$ cat src/rtl/uart_mmio_responder_pkg.sv
// uart_mmio_responder_pkg: UART register word addresses and USR bit positions.
package uart_mmio_responder_pkg;
  localparam logic [31:0] UBRR_addr = 32'h0000_0400;
  localparam logic [31:0] UCSZ_addr = 32'h0000_0401;
  localparam logic [31:0] UCR_addr  = 32'h0000_0402;
  localparam logic [31:0] UDRT_addr = 32'h0000_0403;
  localparam logic [31:0] USR_addr  = 32'h0000_0404;
  localparam logic [31:0] UDRR_addr = 32'h0000_0405;
  localparam int USR_TX_FULL = 0;
  localparam int USR_RX_NE   = 1;
  localparam int USR_OVR     = 2;
  localparam int USR_TX_IDLE = 3;
endpackage

$ cat src/rtl/uart_mmio_responder_sync_fifo.sv
// sync_fifo: pointer-based FIFO; a push into a full FIFO is accepted only alongside a pop.
module sync_fifo #(
  parameter int WIDTH = 8,
  parameter int DEPTH = 4
) (
  input  logic             clk,
  input  logic             rst,
  input  logic             push,
  input  logic [WIDTH-1:0] din,
  input  logic             pop,
  output logic             full,
  output logic             empty,
  output logic [WIDTH-1:0] head
);
  localparam int AW = $clog2(DEPTH);
  localparam logic [AW:0] ONE = 1;
  logic [WIDTH-1:0] r_mem [DEPTH];
  logic [AW:0] r_wp, r_rp;
  logic w_push, w_pop;
  assign full   = (r_wp[AW] != r_rp[AW]) && (r_wp[AW-1:0] == r_rp[AW-1:0]);
  assign empty  = r_wp == r_rp;
  assign head   = r_mem[r_rp[AW-1:0]];
  assign w_pop  = pop & ~empty;
  assign w_push = push & (~full | w_pop);
  always_ff @(posedge clk or negedge rst) begin
    if (!rst) begin
      r_wp <= '0;
      r_rp <= '0;
    end else begin
      if (w_push) r_wp <= r_wp + ONE;
      if (w_pop) r_rp <= r_rp + ONE;
    end
  end
  always_ff @(posedge clk) begin
    if (w_push) r_mem[r_wp[AW-1:0]] <= din;
  end
endmodule

$ cat src/rtl/uart_mmio_responder.sv
// uart_mmio_responder: CPU-side UART registers with TX/RX FIFOs and TX start sequencer.
// Optional macro UART_RX_IRQ_EN adds a registered irq output gated by ucr[1].
module uart_mmio_responder
  import uart_mmio_responder_pkg::*;
#(
  parameter int TX_DEPTH = 4,
  parameter int RX_DEPTH = 4
) (
  input  logic        clk,
  input  logic        rst,
  input  logic [31:0] addr,
  input  logic [31:0] wdata,
  input  logic        we,
  input  logic        re,
  output logic [31:0] rdata,
  output logic        hit,
  output logic        ready,
  output logic [11:0] ubrr,
  output logic [3:0]  ucsz,
  output logic [1:0]  ucr,
  output logic [7:0]  udrt,
  output logic        tx_start,
  input  logic        tx_busy,
  input  logic        rx_done,
`ifdef UART_RX_IRQ_EN
  input  logic [7:0]  rx_data,
  output logic        irq
`else
  input  logic [7:0]  rx_data
`endif
);
  typedef enum logic [1:0] {S_IDLE, S_WAIT_BUSY, S_WAIT_DONE} tx_state_t;
  tx_state_t r_state, w_state_nx;
  logic [11:0] r_ubrr;
  logic [3:0]  r_ucsz;
  logic [1:0]  r_ucr;
  logic [7:0]  r_udrt;
  logic        r_tx_start, r_ovr;
  logic        w_st, w_ld, w_udrt_wr, w_usr_wr;
  logic        w_tx_full, w_tx_empty, w_tx_pop, w_tx_idle;
  logic        w_rx_full, w_rx_empty, w_rx_pop;
  logic [7:0]  w_tx_head, w_rx_head;
  logic [3:0]  w_usr;
  logic        w_unused;
  assign hit = addr == UBRR_addr || addr == UCSZ_addr || addr == UCR_addr ||
               addr == UDRT_addr || addr == USR_addr  || addr == UDRR_addr;
  assign w_st      = we & hit;
  assign w_ld      = re & ~we & hit;
  assign w_udrt_wr = w_st & (addr == UDRT_addr);
  assign w_usr_wr  = w_st & (addr == USR_addr);
  assign w_rx_pop  = w_ld & (addr == UDRR_addr) & ~w_rx_empty;
  assign w_tx_idle = w_tx_empty & (r_state == S_IDLE);
  // A blocked UDRT store proceeds in the same cycle the sequencer frees a slot.
  assign ready     = ~(w_udrt_wr & w_tx_full & ~w_tx_pop);
  assign w_unused  = &wdata[31:12];
  always_comb begin
    w_usr = '0;
    w_usr[USR_TX_FULL] = w_tx_full;
    w_usr[USR_RX_NE]   = ~w_rx_empty;
    w_usr[USR_OVR]     = r_ovr;
    w_usr[USR_TX_IDLE] = w_tx_idle;
    rdata = !w_ld                ? 32'd0 :
            addr == UBRR_addr    ? {20'd0, r_ubrr} :
            addr == UCSZ_addr    ? {28'd0, r_ucsz} :
            addr == UCR_addr     ? {30'd0, r_ucr} :
            addr == USR_addr     ? {28'd0, w_usr} :
            addr == UDRR_addr && !w_rx_empty ? {24'd0, w_rx_head} : 32'd0;
  end
  always_comb begin
    w_tx_pop   = (r_state == S_IDLE) & ~w_tx_empty;
    w_state_nx = r_state == S_IDLE      ? (w_tx_empty ? S_IDLE : S_WAIT_BUSY) :
                 r_state == S_WAIT_BUSY ? (tx_busy ? S_WAIT_DONE : S_WAIT_BUSY) :
                                          (tx_busy ? S_WAIT_DONE : S_IDLE);
  end
  always_ff @(posedge clk or negedge rst) begin
    if (!rst) begin
      r_state    <= S_IDLE;
      r_ubrr     <= '0;
      r_ucsz     <= '0;
      r_ucr      <= '0;
      r_udrt     <= '0;
      r_tx_start <= 1'b0;
      r_ovr      <= 1'b0;
    end else begin
      r_state    <= w_state_nx;
      r_tx_start <= w_tx_pop;
      if (w_tx_pop) r_udrt <= w_tx_head;
      if (w_st && addr == UBRR_addr) r_ubrr <= wdata[11:0];
      if (w_st && addr == UCSZ_addr) r_ucsz <= wdata[3:0];
      if (w_st && addr == UCR_addr) r_ucr <= wdata[1:0];
      r_ovr <= (rx_done & w_rx_full & ~w_rx_pop) | (r_ovr & ~(w_usr_wr & wdata[USR_OVR]));
    end
  end
`ifdef UART_RX_IRQ_EN
  logic r_irq;
  always_ff @(posedge clk or negedge rst) begin
    if (!rst) r_irq <= 1'b0;
    else r_irq <= r_ucr[1] & (~w_rx_empty | r_ovr);
  end
  assign irq = r_irq;
`endif
  assign ubrr     = r_ubrr;
  assign ucsz     = r_ucsz;
  assign ucr      = r_ucr;
  assign udrt     = r_udrt;
  assign tx_start = r_tx_start;
  sync_fifo #(.WIDTH(8), .DEPTH(TX_DEPTH)) u_tx_fifo (
    .clk(clk), .rst(rst), .push(w_udrt_wr), .din(wdata[7:0]), .pop(w_tx_pop),
    .full(w_tx_full), .empty(w_tx_empty), .head(w_tx_head)
  );
  sync_fifo #(.WIDTH(8), .DEPTH(RX_DEPTH)) u_rx_fifo (
    .clk(clk), .rst(rst), .push(rx_done), .din(rx_data), .pop(w_rx_pop),
    .full(w_rx_full), .empty(w_rx_empty), .head(w_rx_head)
  );
endmodule
$ cat config.mk
export PLATFORM = sky130hd
export DESIGN_NAME = uart_mmio_responder
export DESIGN_NICKNAME = d
export VERILOG_FILES = /design/src/rtl/uart_mmio_responder_pkg.sv /design/src/rtl/uart_mmio_responder_sync_fifo.sv /design/src/rtl/uart_mmio_responder.sv
export SDC_FILE = /design/constraint.sdc
export NUM_CORES = 1
export LEC_CHECK = 0
export CAP_MARGIN = 20
export CORE_MARGIN = 1.5
export CORE_UTILIZATION = 35
export DETAILED_ROUTE_END_ITERATION = 16
export HOLD_SLACK_MARGIN = 0.03
export SYNTH_ARGS = -nofsm -noshare
export SYNTH_HDL_FRONTEND = slang
export SYNTH_SLANG_ARGS = --single-unit
$ cat constraint.sdc
create_clock -name clk -period 6.2 [get_ports clk]
set_clock_uncertainty 0.2 [all_clocks]
set_input_delay 1.24 -clock clk [delete_from_list [all_inputs] [get_ports clk]]
set_output_delay 1.24 -clock clk [all_outputs]
set_load 0.02 [all_outputs]
Yosys cells after proc, flatten, opt, wreduce, memory -nomap -nowiden

Memories as Yosys holds them, arrays and structs flattened. A register that Yosys moved wholly into a read port is not among the register bits.
Index checks and enable logic that the tools add are counted.
W data, S select, Z words.

Add/subtract/negate cells: 4
Equality and inequality tests: 13
Muxes and demuxes: 15
Bitwise logic cells: 31
Reductions and logical operators: 14

Operators by type and width:

| operator               | count |
|---|---|
| $eq A32 B11 Y1 const B | 6 |
| $mux W8                | 4 |
| $mux W12               | 2 |
| $and A1 B1 Y1          | 19 |
| $add A3 B1 Y3 const B  | 4 |
| $not A1 Y1             | 9 |
| $mux W2                | 4 |
| $eq A3 B3 Y1           | 2 |
| $logic_and A1 B1 Y1    | 6 |
| $logic_or A1 B1 Y1     | 5 |
| $mux W1                | 5 |
| $eq A2 B2 Y1           | 2 |
| $or A1 B1 Y1           | 3 |
| $eq A2 B1 Y1 const B   | 1 |
| $logic_not A1 Y1       | 2 |
| $logic_not A2 Y1       | 1 |
| $ne A1 B1 Y1           | 2 |

Register bits: 34
Bits in writable memories: 64
Bits of input ports: 78
Output and inout bits: 61
Logic and storage cells: 89
Memories: 2

Memories:

| name            | depth | width | rd ports | clocked after Yosys merged registers in | write ports | RTL line                            | source |
|---|---|---|---|---|---|---|---|
| u_rx_fifo.r_mem | 4     | 8     | 1        | 0                                       | 1           | uart_mmio_responder_sync_fifo.sv:17 | `logic [WIDTH-1:0] r_mem [DEPTH];` |
| u_tx_fifo.r_mem | 4     | 8     | 1        | 1                                       | 1           | uart_mmio_responder_sync_fifo.sv:17 |  |

Logic depth before layout (Yosys ltp)

Gate-level depths: netlist of run 1.

Depth after elaboration: 14
Gate-level depth with buffers: 7
Depth with buffers taken out: 5

Modules after synthesis

A second synthesis of run 1 with hierarchy kept.

Cells, all modules: 334
Area, all modules: 5,057.4 sq um

By module, submodules not included:

| module                | times used | cells each | area each (sq um) | seq. area each (sq um) |
|---|---|---|---|---|
| uart_mmio_responder   | 1          | 160        | 1,846.8           | 750.7 |
| sync_fifo (u_rx_fifo) | 1          | 89         | 1,607.8           | 1,111.1 |
| sync_fifo (u_tx_fifo) | 1          | 85         | 1,602.8           | 1,111.1 |

Least setup slack after synthesis of run 1

OpenSTA, ideal clock, no wires.

Path kind: input -> output
From: in addr[21]
To: out rdata[1]
Arrival: 3.269 ns
Data required time: 4.760 ns
Setup slack: 1.491 ns
Stages: 5
Buffers on the path: 0
Cell sequence: nor4_2 > nand4_2 > nor2_2 > nand3_2 > a2111oi_0

Cells in the longest elaborated chain, start to end: 8
Elaborated cells between the ends (all ways): 19
Classes of those cells: 6 x eq/ne; 6 x mux; 1 x bitwise; 6 x reduce/logical

RTL lines:

| what                                                             | RTL line                                             | source |
|---|---|---|
| start, declared                                                  | uart_mmio_responder.sv:11                            | `input logic [31:0] addr,` |
| $eq A32 B11 Y1 (on tied branches)                                | -                                                    |  |
| $logic_and A1 B1 Y1 / $logic_or A1 B1 Y1 (equally long branches) | uart_mmio_responder.sv:67, uart_mmio_responder.sv:45 |  |
| $mux W8 / $logic_or A1 B1 Y1 (equally long branches)             | uart_mmio_responder.sv:67, uart_mmio_responder.sv:45 |  |
| $mux W8 / $logic_or A1 B1 Y1 (equally long branches)             | uart_mmio_responder.sv:66, uart_mmio_responder.sv:45 |  |
| $mux W8 / $logic_or A1 B1 Y1 (equally long branches)             | uart_mmio_responder.sv:65, uart_mmio_responder.sv:46 |  |
| $mux W8 / $logic_or A1 B1 Y1 (equally long branches)             | uart_mmio_responder.sv:64, uart_mmio_responder.sv:46 |  |
| $mux W12 / $and A1 B1 Y1 (equally long branches)                 | uart_mmio_responder.sv:63, uart_mmio_responder.sv:48 |  |
| $mux W12 (*)                                                     | uart_mmio_responder.sv:62                            | `rdata = !w_ld ? 32'd0 :` |
| end, declared                                                    | uart_mmio_responder.sv:15                            | `output logic [31:0] rdata,` |

Mark *: on every way between the ends. The rest lies on a longest branch, timed or not.

Final worst setup path of run 1

From: in addr[3]
To: out rdata[1]

Same word-level chain as after synthesis.

==> results by group, run 1 <==
Run status
  • Status: finished, final reports clean

Global routing
  • Combined global-route utilization of all metal layers: approximately 14%
  • Final global-route overflow total: 0
  • Pin count of the biggest net entering global routing: 43
  • Global-route wire length before repair: approximately 16000 um
  • Via count of the first global-routing pass: 2959
  • Antenna violations before repair: 0

STA
  • Number of max-slew violations in the final report: 0
  • Final hold vios: 0
  • Final period utilization: between 90% and 100%
  • TNS Setup: 0 ns
  • Slew of the pin with the lowest slew margin: 0.830 ns
  • Worst-case hold slack: 0.255 ns
  • Relative slew slack: between 40% and 50%
  • Fmax: between 150 and 200 MHz
  • Number of setup violations in the final report: 0
  • Shortest period the worst path allows: between 5 and 6 ns
  • RSZ-0062 raised after global routing: false

Drt
  • Total vias in the final route: between 2000 and 3000
  • Iteration-0 DRC count of the detailed router: roughly 150
  • Avg Vias per Cell: roughly 4.8
  • TritonRoute pass-1 iters: 4
  • WL/cell: 16.4 um
  • Total wire length after detailed routing: 9950 um
  • Post-route DRC: 0
  • Post-route antenna net violation count: 0

Yosys
  • Synthesized area: approximately 5000 um^2
  • Post-synthesis cell count: roughly 320
  • Avg Cell Area, Syn: between 15 and 20 um^2
  • Warnings, synthesis: 0
  • Fraction of registers with async set/reset: 39.6%
  • FF+latch count, synth: approximately 110
  • Post-synth EDFFs: 64
  • Proportion of synthesized chip area in sequential cells: between 60% and 70%
  • Synth Flop Type: edfxtp_1
  • Number of library cell types mapped by synthesis: 58

Die
  • Horizontal die dimension: between 100 and 150 um
  • I/O Pins: around 140
  • Area of the die: 14900 um^2
  • Starting Density: 35.8%
  • Num rows: 43
  • Height of the chip: about 120 um
  • Core Box Area: approximately 14000 um^2

Cells and area
  • Total Nets Final: 509
  • Layout-stage area growth over the synthesis result: 28.5%
  • Highest-count cells in the layout ignoring fill and taps: clkdlybuf4s50_1 (97), edfxtp_1 (64), dfrtp_1 (42)
  • # diodes: 0
  • Most common library cell in the layout ignoring fill and taps: clkdlybuf4s50_1
  • Share of layout cells above drive strength 1: between 15 and 20%

Placed design
  • Final GP Congestion: 0.721
  • Number of buffers inserted by port buffering: between 90 and 100
  • Detail Placement HPWL: roughly 7300 um

Flow run
  • Max Cap Violations: 0

Pwr
  • Reported leakage power: 2.39 nW
  • Maximum vdd drop: roughly 0.00015 V
  • Total power consumption of the routed design: approximately 2.0 mW
  • Power density relative to cell area: about 300 nW/um^2

Worst setup path
  • Element type at the critical path start: input port
  • Critical Path Max Stage Delay: approximately 0.74 ns
  • Capturing element type of the critical path: output pin
  • Critical path peak fanout: 8
  • Arrival @ worst endpoint: between 4 and 5 ns
  • Worst setup path class: input port to output pin
  • Slack of the worst reg-to-reg path: 3.28 ns
  • CP Cell Sequence: clkdlybuf4s50_1 > nor4_4 > nand4_4 > nor2_2 > nand3_2 > a2111oi_0 > clkdlybuf4s50_1
  • Required time of the worst setup path: about 4.8 ns
  • Cell with the largest stage delay on the worst path: clkdlybuf4s50_1
  • Most numerous cell on the critical path: clkdlybuf4s50_1

Clock tree
  • Clock H-tree levels: 3
  • Postcts setup bufs: 0
  • Clock network latency to the later pin of the worst-skew pair: 0.34 ns
  • Cts hold-fix bufs: 0
  • # clock sinks: 106
  • Register clock-pin slew on the reported worst setup and hold paths: 0.07 ns
  • Clock tree root driver cell: clkbuf_16
  • Cts repair resizes: 0
  • TritonCTS buffer count: 9
  • Max clock buf depth: 2
  • Clock tree from TritonCTS: yes

Worst hold path
  • Type of the most critical hold path: flop to flop
-- registers in the layout (all words and copies together), names as in the netlist, 3 cells and up --
name / cells
u_rx_fifo.r_mem: 32
ubrr: 12
u_rx_fifo.r_rp: 3
u_rx_fifo.r_wp: 3
u_tx_fifo.r_wp: 3
u_tx_fifo.r_mem: 32
udrt: 8
u_tx_fifo.r_rp: 3
ucsz: 4
-- final timing paths --
check,start,cells past startpoint,end
min in group asynchronous,rst,1,udrt[0]
worst min-delay path,r_state[1],1,r_state[0]
worst max-delay path,addr[3],7,rdata[1]
worst max register to register,u_rx_fifo.r_rp[0],5,u_rx_fifo.r_mem[2][3]
max in group asynchronous,rst,2,u_rx_fifo.r_wp[2]
worst min register to register,r_state[1],1,r_state[0]
-- synth_stat cells (all sizes together) (3+ instances only) --
cell type,n,area [um^2]
edfxtp,64,1920
dfrtp,42,1050
mux2,30,375
buf,27,211
nor2,17,66.3
mux4,16,360
inv,12,45.0
nand2,12,45.0
ha,10,125
nor4,9,126
nor2b,8,50.1
xor2,8,70.1
nor3,7,62.6
xnor2,6,52.6
a32oi,4,35.0
and2,4,25.0
and3,4,25.0
clkbuf,3,11.3
nand3,3,20.0
o21ai,3,18.8
-- worst max-delay path, delay by kind of cell --
| kind | cells | cell delay (ns) |
|---|---|---|
| buf+inv | 2 | 1.19 |
| compound gates | 1 | 0.60 |
| simple gates | 4 | 1.14 |
-- power by group --
part	switching (mW)	internal (mW)	total, mW
Sequential	0.0771	0.857	0.934
Clock	0.256	0.316	0.572
Combinational	0.210	0.243	0.454
Total	0.543	1.42	1.96
-- final cells by class --
| class | instances | area (um^2) |
|---|---|---|
| Sequential cell | 106 | 2970 |
| Inverter | 12 | 45.0 |
| Clock inverter | 7 | 77.6 |
| Timing Repair Buffer | 103 | 1030 |
| Multi-Input combinational cell | 189 | 1780 |
| Clock buffer | 9 | 225 |
| Tap cell | 180 | 225 |
| Fill cell | 1230 | 7470 |
-- per-layer routing --
layer / wire, um / GRT usage (%) / vias to the layer above / part of all wire, %
met5: 0 / 0 / - / 0
met4: 72 / 3.38 / 0 / 0.72
met3: 438 / 4.17 / 10 / 4.4
met2: 5380 / 25.5 / 72 / 54
met1: 4060 / 16.5 / 1453 / 41
li1: - / - / 1352 / -
-- cells by family after synthesis --
logic type / synth area share [%]
AND/OR/NAND/NOR: 10.4
AO/OA/AOI/OAI: 4.10
XOR/XNOR: 2.48
other: 0.0758
adder cells (fa/ha/maj): 2.53
multiplexers: 14.9
buffers and inverters: 5.41
flip-flops: 60.1
-- stage by stage --
stage	utilization [%]	instance area, um^2	cells	worst slack (ns)
floorplan	-	5020	337	1.49
global placement	43.6	6030	589	0.610
detailed placement	43.6	6030	589	0.566
CTS	45.8	6340	605	0.558
global route	46.0	6360	606	0.509
finish	46.0	6360	606	0.572
Note: power is estimated with default switching activity, not from simulation.
==> inputs of run 2 (changes only) <==
--- a/config.mk
+++ b/config.mk
@@ -9,7 +9,9 @@
 export CORE_MARGIN = 1.5
 export CORE_UTILIZATION = 35
 export DETAILED_ROUTE_END_ITERATION = 16
+export GPL_TIMING_DRIVEN = 0
 export HOLD_SLACK_MARGIN = 0.03
+export SKIP_LAST_GASP = 1
 export SYNTH_ARGS = -nofsm -noshare
 export SYNTH_HDL_FRONTEND = slang
 export SYNTH_SLANG_ARGS = --single-unit
==> results by group, run 2 (synthesized netlist as in run 1, its figures left out) <==
Run status
  • Status: finished, final reports clean

STA
  • Slew of the pin with the lowest slew margin: 0.779 ns (-0.0511 ns)
  • Post-layout worst setup margin: 0.536 ns (-0.0359 ns)
  • TNS Setup: 0 ns (unchanged)
  • Final hold vios: 0 (unchanged)
  • Number of max-slew violations in the final report: 0 (unchanged)
  • Shortest period the worst path allows: 5.66 ns (+0.0359 ns)
  • Relative slew slack: 47.9% (+3.4 points)
  • Final period utilization: 91.4% (+0.58 points)
  • Fmax: 177 MHz (-0.63%)
  • Number of setup violations in the final report: 0 (unchanged)
  • RSZ-0062 raised after global routing: false

Drt
  • Iteration-0 DRC count of the detailed router: 173 (+13%)
  • Post-route antenna net violation count: 0 (unchanged)
  • Avg Vias per Cell: 4.72 (-0.97%)
  • Total vias in the final route: 2977 (+3.1%)
  • TritonRoute pass-1 iters: 4 (unchanged)
  • Post-route DRC: 0 (unchanged)
  • Total wire length after detailed routing: 10500 um (+5.0%)
  • WL/cell: 16.6 um (+0.83%)

Die
  • Num rows: 43 (unchanged)
  • Core Box Area: 13800 um^2 (unchanged)
  • I/O Pins: 139 (unchanged)
  • Area of the die: 14900 um^2 (unchanged)
  • Horizontal die dimension: 122 um (unchanged)
  • Starting Density: 35.8% (unchanged)
  • Height of the chip: 122 um (unchanged)

Pwr
  • Reported leakage power: 2.51 nW (+5.1%)
  • Power density relative to cell area: 301 nW/um^2 (-2.5%)
  • Maximum vdd drop: 0.000189 V (+27%)

Worst setup path
  • Critical path peak fanout: 8 (unchanged)
  • Worst setup path class: input port to output pin
  • Required time of the worst setup path: 4.76 ns (about the same)
  • Capturing element type of the critical path: output pin
  • Element type at the critical path start: input port
  • Arrival @ worst endpoint: 4.22 ns (+0.03 ns)

Worst hold path
  • Type of the most critical hold path: flop to flop

Placed design
  • Detail Placement HPWL: 7800 um (+6.1%)
  • Setup slack at placement: 0.535 ns (-0.0312 ns)
  • Final GP Congestion: 0.762 (+5.7%)
  • Number of buffers inserted by port buffering: 97 (-1.0%)

Clock tree
  • Clock tree from TritonCTS: yes
  • Register clock-pin slew on the reported worst setup and hold paths: 0.07 ns (about the same)
  • Cts hold-fix bufs: 0 (unchanged)
  • Clock network latency to the later pin of the worst-skew pair: 0.34 ns (about the same)
  • # clock sinks: 106 (unchanged)
  • Postcts setup bufs: 0 (unchanged)
  • Cts repair resizes: 0 (unchanged)
  • Clock tree root driver cell: clkbuf_16
  • TritonCTS buffer count: 9 (unchanged)
  • Clock H-tree levels: 3 (unchanged)
  • Max clock buf depth: 2 (unchanged)

Global routing
  • Global-route wire length before repair: 16500 um (+5.7%)
  • Final global-route overflow total: 0 (unchanged)
  • Antenna violations before repair: 0 (unchanged)
  • Via count of the first global-routing pass: 3059 (+3.4%)
  • Pin count of the biggest net entering global routing: 35 (-19%)
  • Combined global-route utilization of all metal layers: 14.9% (+0.76 points)

Flow run
  • Max Cap Violations: 0 (unchanged)

Cells and area
  • # diodes: 0 (unchanged)
  • Layout-stage area growth over the synthesis result: 31.8%
  • Most common library cell in the layout ignoring fill and taps: clkdlybuf4s50_1
  • Filler Cell Count: 1216 (-1.1%)
  • Highest-count cells in the layout ignoring fill and taps: clkdlybuf4s50_1 (96), edfxtp_1 (64), dfrtp_1 (42)
  • Total Nets Final: 534 (+4.9%)
  • Share of layout cells above drive strength 1: 23.7% (+3.8 points)
run 2: cell types whose count changed in the layout (fill, tap and decap cells not counted), sizes merged:
cell           delta
buf              +23
bufinv            -1
clkbuf            +6
clkdlybuf4s50     -1
clkinv            -2
run 2: cell type report:
| cell class | instances | area, um^2 | area share [%] |
|---|---|---|---|
| well taps | 180 | 225 | 3.45 |
| multi-input cells | 189 | 1780 | 27.3 |
| flip-flops and latches | 106 | 2970 | 45.6 |
| clock inverters | 4 | 35.0 | 0.537 |
| inverters | 12 | 45.0 | 0.691 |
| repair buffers | 98 | 986 | 15.1 |
| plain buffers | 30 | 223 | 3.42 |
| clock buffers | 12 | 256 | 3.93 |
run 2: final timing paths:
| kind | startpoint | end | slack, ns | depth (start not counted) |
|---|---|---|---|---|
| max | addr[3] | rdata[1] | 0.54 | 7 |
| min | r_state[1] | r_state[0] | 0.25 | 1 |
| max reg2reg | u_rx_fifo.r_rp[1] | u_rx_fifo.r_mem[1][7] | 3.42 | 6 |
| min reg2reg | r_state[1] | r_state[0] | 0.25 | 1 |
| max in group asynchronous | rst | ubrr[8] | 4.79 | 2 |
| min in group asynchronous | rst | udrt[0] | 0.54 | 1 |
run 2: critical path, stage by stage:
cell and delay [ns]:
clkdlybuf4s50_1 0.45, nor4_4 0.33, nand4_4 0.21, nor2_2 0.35
nand3_2 0.25, a2111oi_0 0.65, clkdlybuf4s50_1 0.74
run 2: per-stage QoR:
step           power, mW  std cells  area [um^2]  hold WS, ns  util, %
6_report            1.96        631         6520        0.254     47.2
5_1_grt             2.06        631         6520        0.289     47.2
4_1_cts             1.99        631         6520        0.258     47.2
3_5_place_dp        1.43        615         6230        0.249     45.1
3_3_place_gp        1.42        614         6210        0.233     44.9
2_1_floorplan       1.24        337         5020        0.223        -
run 2: layer usage:
metal | up-vias | GRT usage, % | wire length [um]
li1 | 1402 | - | -
met1 | 1467 | 17.9 | 4280
met2 | 95 | 26.4 | 5530
met3 | 13 | 3.79 | 500
met4 | 0 | 4.34 | 141
met5 | - | 0 | 0
run 2: power breakdown:
group	leakage [nW]	internal [mW]	switching, mW
combinational	1.26	0.255	0.248
clock	0.137	0.298	0.253
sequential	1.12	0.857	0.0479
